<file path="src/rtl/noc_port_arbiter.sv">
// -----------------------------------------------------------------------------
// noc_port_arbiter
//
// Round-robin arbiter for one router output channel. Up to NUM_REQ switch-side
// requesters compete for a single registered output stage. Packets pass
// through unmodified. The fairness pointer (last_grant) makes the scan start
// just after the most recent winner.
//
// Ports:
//   clk        in   1              rising-edge clock
//   rst        in   1              synchronous, active-high reset
//   in_valid   in   NUM_REQ        per-requester packet valid
//   in_data    in   NUM_REQ*WIDTH  flattened packets, requester i at [i*WIDTH +: WIDTH]
//   in_ready   out  NUM_REQ        one-hot-or-zero accept (combinational)
//   out_valid  out  1              output register holds a packet
//   out_data   out  WIDTH          registered packet
//   out_src    out  SRC_W          requester index that supplied out_data
//   out_ready  in   1              downstream accept
//
// Optional feature, enabled by defining the macro ARB_STATS_EN:
//   stat_clr   in   1              clear all grant counters
//   stat_cnt   out  NUM_REQ*16     saturating per-requester grant counters,
//                                  requester i at [i*16 +: 16]
// -----------------------------------------------------------------------------
module noc_port_arbiter #(
  parameter int WIDTH   = 39,
  parameter int NUM_REQ = 4,
  parameter int SRC_W   = 2
) (
  input  logic                     clk,
  input  logic                     rst,
  input  logic [NUM_REQ-1:0]       in_valid,
  input  logic [NUM_REQ*WIDTH-1:0] in_data,
  output logic [NUM_REQ-1:0]       in_ready,
  output logic                     out_valid,
  output logic [WIDTH-1:0]         out_data,
  output logic [SRC_W-1:0]         out_src,
  input  logic                     out_ready
`ifdef ARB_STATS_EN
  ,
  input  logic                     stat_clr,
  output logic [NUM_REQ*16-1:0]    stat_cnt
`endif
);

  // ---------------------------------------------------------------------------
  // State
  // ---------------------------------------------------------------------------
  logic             out_valid_q, out_valid_d;
  logic [WIDTH-1:0] out_data_q,  out_data_d;
  logic [SRC_W-1:0] out_src_q,   out_src_d;
  logic [SRC_W-1:0] last_grant_q, last_grant_d;

  // Unpacked view of the flattened request data.
  logic [WIDTH-1:0] req_data [NUM_REQ];

  genvar gi;
  generate
    for (gi = 0; gi < NUM_REQ; gi++) begin : g_unpack
      assign req_data[gi] = in_data[gi*WIDTH +: WIDTH];
    end
  endgenerate

  // ---------------------------------------------------------------------------
  // Round-robin grant selection
  // Scan last_grant+1, +2, ... modulo NUM_REQ; the first valid requester wins.
  // k runs up to NUM_REQ so the previous winner itself is checked last, which
  // lets a lone requester win every cycle.
  // ---------------------------------------------------------------------------
  logic             grant_found;
  logic [SRC_W-1:0] grant_idx;
  logic [SRC_W-1:0] cand;

  always_comb begin
    grant_found = 1'b0;
    grant_idx   = '0;
    cand        = '0;
    for (int k = 1; k <= NUM_REQ; k++) begin
      cand = SRC_W'((int'(last_grant_q) + k) % NUM_REQ);
      if (!grant_found && in_valid[cand]) begin
        grant_found = 1'b1;
        grant_idx   = cand;
      end
    end
  end

  // Register may take a new packet when empty or being drained this cycle.
  // Nothing is accepted while reset is asserted, so no transfer completes on
  // the reset edge.
  logic can_load;
  logic load_en;

  assign can_load = !out_valid_q || out_ready;
  assign load_en  = can_load && grant_found && !rst;

  generate
    for (gi = 0; gi < NUM_REQ; gi++) begin : g_ready
      assign in_ready[gi] = load_en && (grant_idx == SRC_W'(gi));
    end
  endgenerate

  // ---------------------------------------------------------------------------
  // Output register next-state
  // ---------------------------------------------------------------------------
  always_comb begin
    out_valid_d  = out_valid_q;
    out_data_d   = out_data_q;
    out_src_d    = out_src_q;
    last_grant_d = last_grant_q;
    if (load_en) begin
      // Covers the simultaneous drain+load case too: the register is replaced.
      out_valid_d  = 1'b1;
      out_data_d   = req_data[grant_idx];
      out_src_d    = grant_idx;
      last_grant_d = grant_idx;
    end else if (out_valid_q && out_ready) begin
      // Drained with nothing to replace it; data/src keep their last value.
      out_valid_d = 1'b0;
    end
  end

  always_ff @(posedge clk) begin
    if (rst) begin
      out_valid_q  <= 1'b0;
      out_data_q   <= '0;
      out_src_q    <= '0;
      // Pointer at the last requester so requester 0 is scanned first.
      last_grant_q <= SRC_W'(NUM_REQ - 1);
    end else begin
      out_valid_q  <= out_valid_d;
      out_data_q   <= out_data_d;
      out_src_q    <= out_src_d;
      last_grant_q <= last_grant_d;
    end
  end

  assign out_valid = out_valid_q;
  assign out_data  = out_data_q;
  assign out_src   = out_src_q;

  // ---------------------------------------------------------------------------
  // Optional grant statistics
  // ---------------------------------------------------------------------------
`ifdef ARB_STATS_EN
  generate
    for (gi = 0; gi < NUM_REQ; gi++) begin : g_stats
      logic [15:0] stat_cnt_q, stat_cnt_d;

      always_comb begin
        stat_cnt_d = stat_cnt_q;
        if (in_valid[gi] && in_ready[gi] && (stat_cnt_q != 16'hFFFF)) begin
          stat_cnt_d = stat_cnt_q + 16'd1;
        end
      end

      // Clear takes priority over a same-cycle increment.
      always_ff @(posedge clk) begin
        if (rst || stat_clr) begin
          stat_cnt_q <= '0;
        end else begin
          stat_cnt_q <= stat_cnt_d;
        end
      end

      assign stat_cnt[gi*16 +: 16] = stat_cnt_q;
    end
  endgenerate
`endif

endmodule

</file>
<file path="config.mk">
export PLATFORM = sky130hd
export DESIGN_NAME = noc_port_arbiter
export DESIGN_NICKNAME = d
export VERILOG_FILES = /design/src/rtl/noc_port_arbiter.sv
export SDC_FILE = /design/constraint.sdc
export NUM_CORES = 1
export LEC_CHECK = 0
export BUFFER_PORTS_ARGS = -buffer_cell sky130_fd_sc_hd__buf_4
export CELL_PAD_IN_SITES_DETAIL_PLACEMENT = 0
export CELL_PAD_IN_SITES_GLOBAL_PLACEMENT = 1
export CORE_UTILIZATION = 31
export CTS_CLUSTER_SIZE = 24
export DETAILED_ROUTE_END_ITERATION = 8
export GPL_TIMING_DRIVEN = 0
export PLACE_DENSITY_LB_ADDON = 0.1
export SYNTH_ARGS = -nofsm -noshare
export SYNTH_HDL_FRONTEND = slang
export SYNTH_SLANG_ARGS = --single-unit
</file>
<file path="constraint.sdc">
create_clock -name clk -period 5.6 [get_ports clk]
set_clock_uncertainty 0.2 [all_clocks]
set_input_delay 1.12 -clock clk [delete_from_list [all_inputs] [get_ports clk]]
set_output_delay 1.12 -clock clk [all_outputs]
set_load 0.01 [all_outputs]
</file>
Word-level counts from Yosys, hierarchy flattened
Index checks and enable logic that the tools add are counted.
{ "totals": {"regBits": 44, "input_bits": 163, "output_inout_bits": 46, "wordCells": 56} }
{ "op_classes": {"n_addsub": 4, "order_cmp": 5, "n_eq_ne": 3, "muxes": 21, "bitwise_logic": 1, "reduce_logical": 18} }
{ "ops": {"columns": ["cell", "count"], "rows": [
  ["binary-select mux 39 bit (select 2 bit)", 1],
  ["two-way mux 39 bit", 2],
  ["< comparator 2 x 3 -> 1 bit (second input constant)", 4],
  ["logical AND 1 bit", 10],
  ["two-way mux 1 bit", 10],
  ["binary-select mux 1 bit (select 2 bit)", 4],
  ["two-way mux 2 bit", 4],
  ["logical NOT 1 bit", 5],
  ["adder 2 x 1 -> 2 bit (second input constant)", 2],
  ["adder 2 bit (second input constant)", 2],
  ["== test 2 bit (second input constant)", 2],
  ["greater-or-equal comparator 3 bit (second input constant)", 1],
  ["NOT 2 -> 3 bit", 1],
  ["== test 2 x 1 -> 1 bit (second input constant)", 1],
  ["logical NOT 2 bit", 1],
  ["nonzero test 2 bit", 1],
  ["logical OR 1 bit", 1]
]} }

Logic depth before layout (Yosys ltp)
{ "depth": {"ltp_word": 17, "depth_mapped": 7, "ltp_nobuf": 5} }

Worst setup path before layout
Ideal clock, no wire load.
{ "synth_timing": {"path_kind": "input -> output", "start": "in rst", "end": "out in_ready[0]", "arrival_ns": 2.312, "required_time_ns": 4.280, "setup_slack_ns": 1.968, "path_stages": 5, "n_path_buf": 2, "cell_sequence": "clkbuf_1 -> nor3_1 -> o21ai_1 -> clkbuf_1 -> nor4_1"} }
{ "synth_between": {"elab_chain_cells": 3} }
{ "synth_lines": {"columns": ["item", "line", "rtl"], "rows": [
  ["from (decl)", "31", "input logic rst,"],
  ["logical NOT 1 bit", "94", "assign load_en = can_load && grant_found && !rst;"],
  ["logical AND 1 bit", "94", null],
  ["logical AND 1 bit", "98", "assign in_ready[gi] = load_en && (grant_idx == SRC_W'(gi));"],
  ["to (decl)", "34", "output logic [NUM_REQ-1:0] in_ready,"]
]} }
Every way passes these cells.

Worst setup path in the final report
{ "layout_timing": {"start": "in in_valid[1]", "end": "out in_ready[0]"} }
{ "layout_between": {"elab_chain_cells": 15, "word_cells_on_any_way": 26, "classes_between": "16 x mux; 10 x reduce/logical"} }
{ "layout_lines": {"columns": ["item", "line", "rtl"], "rows": [
  ["from (decl)", "32", "input logic [NUM_REQ-1:0] in_valid,"],
  ["binary-select mux 1 bit (select 2 bit)", "80", "if (!grant_found && in_valid[cand]) begin"],
  ["two-way mux 1 bit (not written as such)", "80", null],
  ["two-way mux 1 bit", "80", null],
  ["logical NOT 1 bit", "80", null],
  ["logical AND 1 bit", "80", null],
  ["two-way mux 1 bit", "80", null],
  ["logical NOT 1 bit", "80", null],
  ["logical AND 1 bit", "80", null],
  ["two-way mux 1 bit", "80", null],
  ["logical NOT 1 bit", "80", null],
  ["logical AND 1 bit", "80", null],
  ["two-way mux 1 bit", "80", null],
  ["logical AND 1 bit (2 in a row)", "94", null],
  ["logical AND 1 bit *", "98", null]
]} }
Mark *: on every way between the ends. The rest lies on a longest branch, timed or not. The select of a mux whose other input is x is not followed.

==> results.ini <==
[status]
run_status=finished, final reports clean

[clock_network]
cts_tree=done
postCtsSetupRepairBufs=0
hold_buffers=0
clock_latency_ps=300
cts_sinks=44
clock_tree.root_cell=clkbuf_8
cts.path.max_buffers=2
clkTransAtPathRegs_ps=80
cts_resized=0
cts-htree-levels=2
numCtsBuffers=5

[worst_setup_path]
critPathArrivalTime_ps=2900
end_kind=output pin
r2r_end=out_data[7]
crit_start=in_valid[1]
cp-endpoint=in_ready[0]
rrSetupSlack_ps=3280
critPathSlowestCell=nor4_1
cp_max_fo=10
r2r_cells=6
required_ps=4280
start_kind=primary input
r2r_start=last_grant_q[1]
slowest_delay_ps=490
crit_type=primary input to output pin
cp_cell_sequence=buf_4 > nor4_1 > nor3_1 > o21ai_1 > clkbuf_1 > nor4_1 > buf_4

[pwr]
peakVddDrop_v=0.0000946
power_density_nw_per_um2=233
p_leak_uw=0.00214

[synthesis]
avgSynthCellArea_um2=8.90
ys.flop_type=dfxtp_1
synth_cell_types=32
netlist_instances=331
synth_edf_count=0
async_reset_ff_share_pct=0
ys_seq_area_share_pct=29.9
yosysWarnings=0
syn_nets=494
synth_seq_cells=44
synth_area_um2=2950

[timing]
tns_ps=0
min_period_over_period_pct=75.4
tightestPinTransition_ps=674
max_freq_ghz=0.237
fin_crit_ps=4220
setup-violations-final=0
finalHoldViolCount=0
drv_slew=0
rsz0062_at_grt=false
slew_headroom_pct=54.9

[worst_hold_path]
hold_path_class=flip-flop to flip-flop
hold_depth=2

[floorplan]
die_w_um=99.5
die_area_um2=9900
fp.coreArea_um2=9240
num_rows=35
start_util_pct=31.9
io_pins=209
die_h_um=99.5

[layout]
diodes=0
nNetsFinal=709
seq_area_um2=881
synthToLayoutAreaGrowth_pct=61.1
final_util_pct=51.4
instances_no_fill=675
num-fill-cells=928
final_cell_area_um2=4750
layout-drive-gt1-share_pct=42.3
multiInputGateArea_um2=1890

[global_routing]
grt_max_degree=13
grt_pass1_vias=3427
grt_pass1_wl_um=17100
grtUsageTotal_pct=22.0
gr-total-overflow=0
antenna_found_initial=0

[place]
dp.final_hpwl_um=8490
dpl.cell_count=668
portBuffers=208
placed_area_um2=4670
routabilityCongestion=0.749

[detailed_routing]
totalWireLength_um=11200
drt_first_iter_violations=97
drc_errors=0
vias=3526
postRouteAntennaNets=0
routedWlPerCell_um=16.5
routed_via_density=5.22
first_pass_iters=4

[job]
maxCapViolations=0

## worst min path at each step
stage | from | end | slack, ps
after floorplan | last_grant_q[0] | last_grant_q[0] | 270
after global placement | out_data[10] | out_data[10] | 270
after detailed placement | out_data[24] | out_data[24] | 270
after CTS | out_data[24] | out_data[24] | 290
after global routing | out_data[1] | out_data[1] | 310
final | out_data[37] | out_data[37] | 290
## flip-flops by register name, summed over array words and instances, names as in the netlist
register and cells:
out_data 39, out_src 2, out_valid 1, last_grant_q 2
## layer usage
metal / routed length, µm / vias up / GRT usage (%)
met1: 4830 / 1648 / 27.3
met5: 0 / - / 0
met4: 77 / 0 / 4.41
met2: 5520 / 139 / 39.4
li1: - / 1731 / -
met3: 729 / 8 / 4.29
## logic make-up after synthesis
logic type | share of synthesized area [%]
multiplexers | 13.3
AND/OR/NAND/NOR | 15.0
buffers and inverters | 5.90
AO/OA/AOI/OAI | 35.9
flip-flops | 29.9
## through the flow
stage	hold WS, ps	setup slack (ps)	power, µW
final	288	1380	1110
after global routing	311	1180	1180
after CTS	293	1370	1120
after detailed placement	271	1380	914
after global placement	266	1380	904
after floorplan	271	1970	669
## synthesized netlist by cell type (4+ instances only)
library cell   n  area share, %
o31ai_1       18            4.6
clkbuf_1      25            3.2
mux2i_1       39             13
dfxtp_1       44             30
nor2b_1        5            1.1
a211oi_1      21            5.4
nand2_1       18            2.3
o31a_1        22            6.5
a21bo_1       16            5.4
buf_2         10            1.7
o21ai_0        4           0.68
a221oi_1      21            6.2
o211ai_1      18            4.6
nand4_1       18            3.8
nor2_1         6           0.76
nand2b_1      23            4.9
## layout by cell type, fill, tap and decap left out, drive strengths merged, types with 3 or more instances in the layout
master	instances
a221oi	21
clkbuf	31
nor2	6
o211ai	18
nor3	3
o31a	22
nor2b	5
o21ai	7
buf	222
a21bo	18
nand2b	23
dfxtp	44
mux2i	39
nand2	18
nand4	18
o31ai	18
a211oi	21
## power by group
part	leakage (µW)	switching, µW	total, µW	internal, µW
sequential	0.000368	28.7	399	370
clock	0.0000410	118	203	85.3
combinational	0.00173	240	504	264
## final cells by class
| type | count | area share (%) |
|---|---|---|
| Buffer | 39 | 3.66 |
| Clock buffer | 6 | 1.53 |
| Clock inverter | 1 | 0.105 |
| Multi-Input combinational cell | 248 | 39.8 |
| Sequential cell | 44 | 18.6 |
| Tap cell | 129 | 3.40 |
| Timing Repair Buffer | 208 | 32.9 |
## worst max-delay path, delay by kind of cell
family / cells / cell delay (ps)
simple gates: 3 / 740
buf+inv: 3 / 740
compound gates: 1 / 300
No activity file was read; power rests on OpenSTA's default activity.
